===== src/rtl/ad9253_cfg_seq.sv =====
// -----------------------------------------------------------------------------
// ad9253_cfg_seq
//
// Configuration sequencer in front of the AD9253 SPI interface. After reset
// (or cfg_start) it waits PWRUP_WAIT cycles, writes the fixed init table
// (soft reset, channel select, output config, transfer), reads the chip ID
// and reports the result. In IDLE it then serves single-register host
// reads/writes.
//
// Optional build macro:
//   AD9253_CFG_VERIFY_EN - read back every table write except the soft reset
//                          and the transfer write, and flag mismatches
//                          (err_code = 2).
//
// Ports:
//   clk, rst_n        system clock, asynchronous active-low reset
//   cfg_start         pulse, restarts the init sequence (IDLE/ERROR only)
//   wr_data_en/wr_data   one-cycle write request + {3'b000, addr, data}
//   rd_add_en/rd_add     one-cycle read request + address
//   spi_busy          SPI interface busy
//   rd_data_en/rd_data   read data strobe + data from the SPI interface
//   host_req/rw/addr/wdata  host access request (level, held until ack)
//   host_ack          one-cycle completion pulse
//   host_rdata        last host read data
//   cfg_done          init passed
//   cfg_err/err_code  sticky error: 1 = chip ID, 2 = verify, 3 = timeout
// -----------------------------------------------------------------------------
module ad9253_cfg_seq #(
  parameter int unsigned PWRUP_WAIT = 1000,
  parameter int unsigned SRST_WAIT  = 2000,
  parameter int unsigned TIMEOUT    = 4095,
  parameter logic [7:0]  CHIP_ID    = 8'h82
) (
  input  logic        clk,
  input  logic        rst_n,
  input  logic        cfg_start,
  output logic        wr_data_en,
  output logic [23:0] wr_data,
  output logic        rd_add_en,
  output logic [12:0] rd_add,
  input  logic        spi_busy,
  input  logic        rd_data_en,
  input  logic [7:0]  rd_data,
  input  logic        host_req,
  input  logic        host_rw,
  input  logic [12:0] host_addr,
  input  logic [7:0]  host_wdata,
  output logic        host_ack,
  output logic [7:0]  host_rdata,
  output logic        cfg_done,
  output logic        cfg_err,
  output logic [1:0]  err_code
);

  typedef enum logic [3:0] {
    S_PWRUP,
    S_ISSUE,
    S_WAIT_RISE,
    S_WAIT_FALL,
    S_SRST_DLY,
    S_IDLE,
    S_HOST_ISSUE,
    S_HOST_RISE,
    S_HOST_FALL,
    S_ERROR
  } state_t;

  typedef enum logic [1:0] {
    ERR_NONE    = 2'd0,
    ERR_ID      = 2'd1,
    ERR_VERIFY  = 2'd2,
    ERR_TIMEOUT = 2'd3
  } err_t;

  // One entry of the init program. Reads carry the value they must return.
  typedef struct packed {
    logic        rd;
    logic [12:0] addr;
    logic [7:0]  data;
  } step_t;

`ifdef AD9253_CFG_VERIFY_EN
  localparam int unsigned N_STEPS = 9;
`else
  localparam int unsigned N_STEPS = 6;
`endif
  localparam logic [3:0]  LAST_STEP  = 4'(N_STEPS - 1);
  localparam logic [15:0] PWRUP_LAST = 16'(PWRUP_WAIT - 1);
  localparam logic [15:0] SRST_LAST  = 16'(SRST_WAIT - 1);
  localparam logic [11:0] WD_LIMIT   = 12'(TIMEOUT);

  // Init program; the last step is always the chip-ID read.
  function automatic step_t step_at(input logic [3:0] idx);
    step_t s;
    // NOTE: give every output of a combinational function/block a default
    // first, so no path leaves it unassigned and no latch is inferred.
    s = '{rd: 1'b1, addr: 13'h001, data: CHIP_ID};
    case (idx)
`ifdef AD9253_CFG_VERIFY_EN
      4'd0: s = '{rd: 1'b0, addr: 13'h000, data: 8'h3C};
      4'd1: s = '{rd: 1'b0, addr: 13'h005, data: 8'h3F};
      4'd2: s = '{rd: 1'b1, addr: 13'h005, data: 8'h3F};
      4'd3: s = '{rd: 1'b0, addr: 13'h014, data: 8'h01};
      4'd4: s = '{rd: 1'b1, addr: 13'h014, data: 8'h01};
      4'd5: s = '{rd: 1'b0, addr: 13'h021, data: 8'h30};
      4'd6: s = '{rd: 1'b1, addr: 13'h021, data: 8'h30};
      4'd7: s = '{rd: 1'b0, addr: 13'h0FF, data: 8'h01};
`else
      4'd0: s = '{rd: 1'b0, addr: 13'h000, data: 8'h3C};
      4'd1: s = '{rd: 1'b0, addr: 13'h005, data: 8'h3F};
      4'd2: s = '{rd: 1'b0, addr: 13'h014, data: 8'h01};
      4'd3: s = '{rd: 1'b0, addr: 13'h021, data: 8'h30};
      4'd4: s = '{rd: 1'b0, addr: 13'h0FF, data: 8'h01};
`endif
      default: ;
    endcase
    return s;
  endfunction

  state_t      state;
  logic [3:0]  step;
  logic [15:0] dly_cnt;
  logic [11:0] wd_cnt;
  logic        h_rw;
  logic [12:0] h_addr;
  logic [7:0]  h_wdata;
  step_t       cur;

  assign cur = step_at(step);

  // NOTE: sequential state uses non-blocking assignments only, so every
  // register samples the pre-edge values regardless of statement order.
  always_ff @(posedge clk or negedge rst_n) begin
    if (!rst_n) begin
      state      <= S_PWRUP;
      step       <= '0;
      dly_cnt    <= '0;
      wd_cnt     <= '0;
      h_rw       <= 1'b0;
      h_addr     <= '0;
      h_wdata    <= '0;
      wr_data_en <= 1'b0;
      wr_data    <= '0;
      rd_add_en  <= 1'b0;
      rd_add     <= '0;
      host_ack   <= 1'b0;
      host_rdata <= '0;
      cfg_done   <= 1'b0;
      cfg_err    <= 1'b0;
      err_code   <= ERR_NONE;
    end else begin
      // Request and ack strobes are single-cycle by default.
      wr_data_en <= 1'b0;
      rd_add_en  <= 1'b0;
      host_ack   <= 1'b0;

      case (state)
        S_PWRUP: begin
          if (dly_cnt == PWRUP_LAST) begin
            dly_cnt <= '0;
            step    <= '0;
            state   <= S_ISSUE;
          end else begin
            dly_cnt <= dly_cnt + 16'd1;
          end
        end

        S_ISSUE: begin
          if (!spi_busy) begin
            if (cur.rd) begin
              rd_add_en <= 1'b1;
              rd_add    <= cur.addr;
            end else begin
              wr_data_en <= 1'b1;
              wr_data    <= {3'b000, cur.addr, cur.data};
            end
            wd_cnt <= '0;
            state  <= S_WAIT_RISE;
          end
        end

        // The watchdog spans both wait states: it bounds the whole transaction.
        S_WAIT_RISE: begin
          if (wd_cnt == WD_LIMIT) begin
            cfg_done <= 1'b0;
            cfg_err  <= 1'b1;
            err_code <= ERR_TIMEOUT;
            state    <= S_ERROR;
          end else begin
            wd_cnt <= wd_cnt + 12'd1;
            if (spi_busy) state <= S_WAIT_FALL;
          end
        end

        S_WAIT_FALL: begin
          if (cur.rd ? rd_data_en : !spi_busy) begin
            if (cur.rd && step == LAST_STEP) begin
              if (rd_data == CHIP_ID) begin
                cfg_done <= 1'b1;
                state    <= S_IDLE;
              end else begin
                cfg_err  <= 1'b1;
                err_code <= ERR_ID;
                state    <= S_ERROR;
              end
            end else if (cur.rd && rd_data != cur.data) begin
              cfg_err  <= 1'b1;
              err_code <= ERR_VERIFY;
              state    <= S_ERROR;
            end else if (!cur.rd && cur.addr == 13'h000) begin
              // Soft reset: the chip needs a quiet period before the next access.
              dly_cnt <= '0;
              state   <= S_SRST_DLY;
            end else begin
              step  <= step + 4'd1;
              state <= S_ISSUE;
            end
          end else if (wd_cnt == WD_LIMIT) begin
            cfg_done <= 1'b0;
            cfg_err  <= 1'b1;
            err_code <= ERR_TIMEOUT;
            state    <= S_ERROR;
          end else begin
            wd_cnt <= wd_cnt + 12'd1;
          end
        end

        S_SRST_DLY: begin
          if (dly_cnt == SRST_LAST) begin
            dly_cnt <= '0;
            step    <= step + 4'd1;
            state   <= S_ISSUE;
          end else begin
            dly_cnt <= dly_cnt + 16'd1;
          end
        end

        S_IDLE: begin
          // cfg_start has priority; a simultaneous host_req simply stays pending.
          if (cfg_start) begin
            cfg_done <= 1'b0;
            cfg_err  <= 1'b0;
            err_code <= ERR_NONE;
            dly_cnt  <= '0;
            step     <= '0;
            state    <= S_PWRUP;
          end else if (host_req) begin
            h_rw    <= host_rw;
            h_addr  <= host_addr;
            h_wdata <= host_wdata;
            state   <= S_HOST_ISSUE;
          end
        end

        S_HOST_ISSUE: begin
          if (!spi_busy) begin
            if (h_rw) begin
              rd_add_en <= 1'b1;
              rd_add    <= h_addr;
            end else begin
              wr_data_en <= 1'b1;
              wr_data    <= {3'b000, h_addr, h_wdata};
            end
            wd_cnt <= '0;
            state  <= S_HOST_RISE;
          end
        end

        S_HOST_RISE: begin
          if (wd_cnt == WD_LIMIT) begin
            cfg_done <= 1'b0;
            cfg_err  <= 1'b1;
            err_code <= ERR_TIMEOUT;
            state    <= S_ERROR;
          end else begin
            wd_cnt <= wd_cnt + 12'd1;
            if (spi_busy) state <= S_HOST_FALL;
          end
        end

        S_HOST_FALL: begin
          if (h_rw ? rd_data_en : !spi_busy) begin
            host_ack <= 1'b1;
            if (h_rw) host_rdata <= rd_data;
            state <= S_IDLE;
          end else if (wd_cnt == WD_LIMIT) begin
            cfg_done <= 1'b0;
            cfg_err  <= 1'b1;
            err_code <= ERR_TIMEOUT;
            state    <= S_ERROR;
          end else begin
            wd_cnt <= wd_cnt + 12'd1;
          end
        end

        S_ERROR: begin
          wr_data <= '0;
          rd_add  <= '0;
          if (cfg_start) begin
            cfg_done <= 1'b0;
            cfg_err  <= 1'b0;
            err_code <= ERR_NONE;
            dly_cnt  <= '0;
            step     <= '0;
            state    <= S_PWRUP;
          end
        end

        default: begin
          dly_cnt <= '0;
          state   <= S_PWRUP;
        end
      endcase
    end
  end

endmodule

===== config.mk =====
export PLATFORM = sky130hd
export DESIGN_NAME = ad9253_cfg_seq
export DESIGN_NICKNAME = d
export VERILOG_FILES = /design/src/rtl/ad9253_cfg_seq.sv
export SDC_FILE = /design/constraint.sdc
export NUM_CORES = 1
export LEC_CHECK = 0
export ABC_AREA = 1
export BUFFER_PORTS_ARGS = -buffer_cell sky130_fd_sc_hd__buf_2
export CORE_MARGIN = 1.5
export CORE_UTILIZATION = 50
export CTS_CLUSTER_SIZE = 10
export DETAILED_ROUTE_END_ITERATION = 8
export HOLD_SLACK_MARGIN = 0.02
export PLACE_DENSITY_LB_ADDON = 0.15
export SLEW_MARGIN = 20
export SYNTH_ARGS = -nofsm -noshare
export SYNTH_HDL_FRONTEND = slang
export SYNTH_SLANG_ARGS = --single-unit

===== constraint.sdc =====
create_clock -name clk -period 2.6 [get_ports clk]
set_clock_uncertainty 0.05 [all_clocks]
set_input_delay 0.39 -clock clk [delete_from_list [all_inputs] [get_ports clk]]
set_output_delay 0.39 -clock clk [all_outputs]
set_load 0.02 [all_outputs]

### Yosys cells after proc, flatten, opt, wreduce, memory -nomap -nowiden

Cells that the tools add are included.
Widths: inputs -> output; s select.

* add/subtract/negate cells: 3
* equal/unequal tests: 44
* muxes and demuxes: 86
* bitwise gates (word level): 2
* reduce and logical (&&, ||, !) cells: 26

Operator list (count)
* $mux 16: 7
* $pmux 22 s5: 1
* $mux 24: 4
* $mux 4: 23
* $pmux 16 s5: 1
* $pmux 24 s3: 1
* $mux 13: 4
* $mux 12: 4
* $pmux 12 s4: 1
* $pmux 4 s10: 1
* $pmux 13 s3: 1
* $ne 2x2->1 const B: 17
* $eq 4x3->1 const B: 6
* $mux 1: 24
* $reduce_and 5->1: 4
* $add 16x1->16 const B: 1
* $eq 16x10->1 const B: 1
* $eq 16x11->1 const B: 1
* $eq 4x2->1 const B: 4
* $pmux 4 s4: 1
* $reduce_and 8->1: 2
* $ne 3x3->1 const B: 5
* $mux 2: 7
* $logic_not 13->1: 1
* other kinds (24): 39

* flip-flop bits (word level): 110
* input port bits: 36
* output and inout port bits: 52
* word-level logic and storage cells: 177

### Longest topological paths before layout

* depth after elaboration: 9
* depth in mapped cells: 16
* depth with buffers taken out: 16

### Worst setup path after synthesis

No wires, ideal clock.

* path kind: reg2reg
* start point: reg step[0]
* end point: reg wd_cnt[9]
* library setup time: 0.118 ns
* arrival time: 1.733 ns
* required time: 2.432 ns
* setup slack: 0.700 ns
* cell stages (with the launch flop): 16
* path buffers: 1
* clock period less this slack: 1.900 ns
* cell sequence: dfrtp_1 inv_1 ha_1 inv_1 nand2_1 o21ai_0 nand2_2 nand2_4 nand2_4 nand2_4 nand2_4 inv_4 nand2_8 buf_12 nand2_2 o21ai_2

* longest elaborated chain between the ends: 5
* elaborated cells between the ends (all ways): 9
* classes of those cells: 5 x eq/ne; 2 x mux; 2 x reduce/logical

Ends and longest elaborated chain
* start: declaration: RTL line 121 `logic [3:0] step;`
* start signal: assignment: RTL line 215 `step <= step + 4'd1;`
* start signal: assignment: RTL line 231 `step <= step + 4'd1;`
* $eq 4x3->1, or another cell as far along: RTL line 98 `case (idx)`
* $pmux 22 s5 (*): RTL line 98
* $mux 1 (*): RTL line 196 `if (cur.rd ? rd_data_en : !spi_busy) begin`
* $ne 2x2->1 (no source line) (*)
* $reduce_and 4->1 (no source line) (*)
* end signal: assignment: RTL line 190 `wd_cnt <= wd_cnt + 12'd1;`
* end signal: assignment: RTL line 224 `wd_cnt <= wd_cnt + 12'd1;`
* end signal: assignment: RTL line 276 `wd_cnt <= wd_cnt + 12'd1;`
* end: declaration: RTL line 123 `logic [11:0] wd_cnt;`

Every way passes the cells marked *; elsewhere a longest branch is shown, timed or not.
A chain may end at the register's enable or synchronous reset.

### Final worst setup path

* start point: reg step[1]
* end point: reg wr_data[4]

* longest elaborated chain between the ends: 5
* elaborated cells between the ends (all ways): 11
* classes of those cells: 5 x eq/ne; 4 x mux; 2 x reduce/logical

Ends and longest elaborated chain
* $eq 4x3->1, or another cell as far along: RTL line 98
* $pmux 22 s5 (*): RTL line 98
* $mux 24: RTL line 170 `if (cur.rd) begin`
* $mux 24: RTL line 169 `if (!spi_busy) begin`
* $pmux 24 s3: RTL line 157 `case (state)`
* end signal: assignment: RTL line 175 `wr_data <= {3'b000, cur.addr, cur.data};`
* end signal: assignment: RTL line 262 `wr_data <= {3'b000, h_addr, h_wdata};`
* end: declaration: RTL line 38 `output logic [23:0] wr_data,`

Every way passes the cells marked *; elsewhere a longest branch is shown, timed or not. The select of a mux whose other input is x is not followed.

==> results.toml <==
[yosys]
ys_seq_area_frac = 0.447
synthesis.yosys.warnings = 0
yosys_most_used_dff = "sky130_fd_sc_hd__dfrtp_1"
post_synth_inst_count = 777
synth_top_area_cell = "sky130_fd_sc_hd__dfrtp_1"
synth_area_um2 = 5990
netlist.area_leader.share = 0.447
synth_enable_flop_cells = 0
synthArstFlopShare = 1.00
synth.avg_cell_area_um2 = 7.71
yosys_cell_types = 41
synth_top_cells_by_area = "sky130_fd_sc_hd__dfrtp_1 (45%), sky130_fd_sc_hd__nand2_1 (15%), sky130_fd_sc_hd__inv_1 (5.1%), sky130_fd_sc_hd__nand3_1 (5.0%), sky130_fd_sc_hd__nor2_1 (3.5%)"
ys_ff_latch = 107

[power]
power.ir.vdd_worst_v = 0.000621
p_leak_uw = 0.00372
power_density_nw_per_um2 = 1010

[critical_path]
path_class = "flop to flop"
worstPathMaxFanout = 13
worst-endpoint-arrival_ns = 2.47
reg2regPathDepth = 12
crit-reg2reg-launch = "step[1]$_DFFE_PN0P_"
critical_path.endpoint_type = "flop"
worst_setup_path_start_kind = "flop"
r2r_slack_ns = 0.32
r2r-end = "wr_data[4]$_DFFE_PN0P_"
required_ns = 2.79

[timing]
min_period_over_period = 0.877
max_clock_freq_mhz = 438
setup_viol = 0
setup_repair_after_global_routing_missed_its_margin = "no"
worst_slack_ns = 0.319
period_minus_slack_ns = 2.28
report.final.slew_viol_count = 0
report.final.hold_viol_count = 0
setup-tns-final_ns = 0

[detailed_routing]
detailedRoute.firstIterationViolations = 340
post_drt_via_cell_ratio = 5.26
antenna_violating_nets_post_route = 0
detailroute.via_count = 5326
number_of_optimization_iterations_in_the_first_detailed_route_pass = 9
finalWirelength_um = 14300
wl_per_cell_um = 14.1
post_detailed_route_drc_marker_count = 5

[final_layout]
drive_gt1_frac = 0.216
finish.cell_count_without_fillers = 1013
filler_cells = 1087
design.final.nets = 907
diodes = 0
flow.area_growth_from_synthesis_pct = 15.4

[clock_tree]
post_cts_buffers = 0
postCtsResizedCells = 0
cts-htree-levels = 3
clock_root_buffer = "sky130_fd_sc_hd__clkbuf_16"
postCtsHoldBufs = 1
clock_sink_count = 107
cts_tree = "done"
cts_inserted_buffers = 9
clkLatencyLatePin_ns = 0.35
clock_buffer_depth = 2
path_clk_slew_ns = 0.07

[die]
design.portCount = 88
number_of_placement_rows = 39
fp.coreArea_um2 = 11600
die_height_um = 112
dieWidth_um = 112
initial_utilization = 0.518
fp.dieArea_um2 = 12700

[placed_design]
dp_hpwl_um = 10900
routabilityCongestion = 0.940
placedCellCount = 996
io_buffers = 84
dp_worst_setup_slack_ns = 0.375

[grt]
initial_antenna_violation_count = 1
grt_pass1_vias = 5246
pin_count_of_the_biggest_net_entering_global_routing = 63
grt_pass1_wl_um = 24700
grt_util_all_layers = 0.243
grt_overflow_total = 0

[min_path]
hp-class = "primary input to flop"
worstHoldEndpoint = "h_wdata[6]$_DFFE_PN0P_"
launch_point_of_the_worst_hold_path = "host_wdata[6]"
holdPathStages = 2

[outcome]
run_status = "finished with violations"
failed_checks = "design-rule violations"

[run]
drv.max_cap_violation_count = 0
placed cells by master (no fill, tap or decap), types with 5 or more instances in the layout:
| master | n |
|---|---|
| sky130_fd_sc_hd__a21oi_1 | 23 |
| sky130_fd_sc_hd__or2_2 | 8 |
| sky130_fd_sc_hd__nand2_4 | 5 |
| sky130_fd_sc_hd__o21ai_1 | 27 |
| sky130_fd_sc_hd__ha_1 | 6 |
| sky130_fd_sc_hd__nor3_1 | 9 |
| sky130_fd_sc_hd__nand2_1 | 236 |
| sky130_fd_sc_hd__nand3b_1 | 8 |
| sky130_fd_sc_hd__xor2_1 | 10 |
| sky130_fd_sc_hd__nand4_1 | 14 |
| sky130_fd_sc_hd__inv_1 | 81 |
| sky130_fd_sc_hd__o21ai_0 | 27 |
| sky130_fd_sc_hd__mux2_2 | 11 |
| sky130_fd_sc_hd__buf_4 | 9 |
| sky130_fd_sc_hd__nand2_2 | 15 |
| sky130_fd_sc_hd__nand3_1 | 60 |
| sky130_fd_sc_hd__inv_2 | 11 |
| sky130_fd_sc_hd__dfrtp_1 | 107 |
| sky130_fd_sc_hd__nor2_1 | 56 |
| sky130_fd_sc_hd__buf_2 | 83 |
| sky130_fd_sc_hd__o21ai_2 | 12 |
| sky130_fd_sc_hd__nor2_2 | 7 |
| sky130_fd_sc_hd__clkbuf_16 | 9 |
flip-flops by register name, indices dropped and copies added, names as in the netlist, 2 cells and up:
register	flops
host_rdata	8
err_code	2
rd_add	13
wd_cnt	12
state	4
h_wdata	8
step	4
h_addr	13
wr_data	21
dly_cnt	16
per-stage QoR:
| step | area [µm²] | hold WS [ns] | power, µW | util |
|---|---|---|---|---|
| 2_1_floorplan | 6000 | 0.0444 | 4680 | - |
| 3_3_place_gp | 6560 | 0.227 | 5330 | 0.567 |
| 3_5_place_dp | 6560 | 0.229 | 5400 | 0.567 |
| 4_1_cts | 6920 | 0.209 | 7020 | 0.598 |
| 5_1_grt | 6920 | 0.212 | 7490 | 0.598 |
| 6_report | 6920 | 0.219 | 6960 | 0.598 |
Yosys cell counts, drive strengths merged, types with 2 or more instances:
master / count
nand2: 258
dfrtp: 107
inv: 93
o21ai: 66
nor2: 65
nand3: 62
a21oi: 23
nand4: 15
buf: 12
mux2: 11
xor2: 10
nor3: 9
nand3b: 8
or2: 8
clkbuf: 7
ha: 6
o211ai: 3
o21bai: 3
o31ai: 3
a31o: 2
clkinv: 2
cells by family after synthesis:
family	count (synthesis)	share of synthesized area
buf+inv	114	0.0806
simple gates	426	0.326
fa+ha+maj	6	0.0125
compound gates	101	0.0973
other cells	1	0.000626
flops	107	0.447
xor+xnor	11	0.0161
mux	11	0.0207
metal layers:
| metal | wire [µm] | vias up | global-route usage | part of all wire |
|---|---|---|---|---|
| met5 | 10 | - | 0 | 0.00070 |
| met4 | 259 | 2 | 0.0776 | 0.018 |
| met3 | 555 | 19 | 0.0583 | 0.039 |
| met2 | 6830 | 91 | 0.399 | 0.48 |
| met1 | 6680 | 2555 | 0.318 | 0.47 |
| li1 | - | 2659 | - | - |
critical path, cell delays in order (launching register included):
cell	delay, ns
sky130_fd_sc_hd__dfrtp_1	0.44
sky130_fd_sc_hd__inv_1	0.09
sky130_fd_sc_hd__ha_1	0.21
sky130_fd_sc_hd__clkinv_1	0.06
sky130_fd_sc_hd__nand2_1	0.09
sky130_fd_sc_hd__nand2_1	0.10
sky130_fd_sc_hd__nand2_2	0.10
sky130_fd_sc_hd__nor2_8	0.19
sky130_fd_sc_hd__nand2_1	0.10
sky130_fd_sc_hd__nand3_1	0.32
sky130_fd_sc_hd__inv_2	0.21
sky130_fd_sc_hd__nand2_1	0.12
sky130_fd_sc_hd__nand2_1	0.06
power breakdown:
group	switching, µW	total (µW)	internal [µW]
logic	2130	3060	935
clock network	640	1590	950
registers	261	2310	2050
total	3030	6960	3940
worst max path at each step:
stage                        endpoint                 from  slack [ns]
2_1_floorplan   wd_cnt[9]$_DFFE_PN0P_  step[0]$_DFFE_PN0P_        0.70
3_3_place_gp   wr_data[7]$_DFFE_PN0P_  step[1]$_DFFE_PN0P_        0.45
3_5_place_dp   wr_data[6]$_DFFE_PN0P_  step[0]$_DFFE_PN0P_        0.38
4_1_cts        wr_data[4]$_DFFE_PN0P_  step[1]$_DFFE_PN0P_        0.32
5_1_grt        wr_data[6]$_DFFE_PN0P_  step[0]$_DFFE_PN0P_        0.09
6_report       wr_data[4]$_DFFE_PN0P_  step[1]$_DFFE_PN0P_        0.32
layout make-up:
| cell class | instances | area [µm²] | share of cell area |
|---|---|---|---|
| clock buffer | 9 | 225 | 0.0326 |
| clock inverter | 7 | 123 | 0.0177 |
| inverter | 95 | 359 | 0.0519 |
| multi-input combinational | 558 | 2840 | 0.411 |
| sequential | 107 | 2680 | 0.387 |
| tap | 143 | 179 | 0.0259 |
| timing repair buffer | 94 | 513 | 0.0742 |
Power figures use the tool's default switching activity.
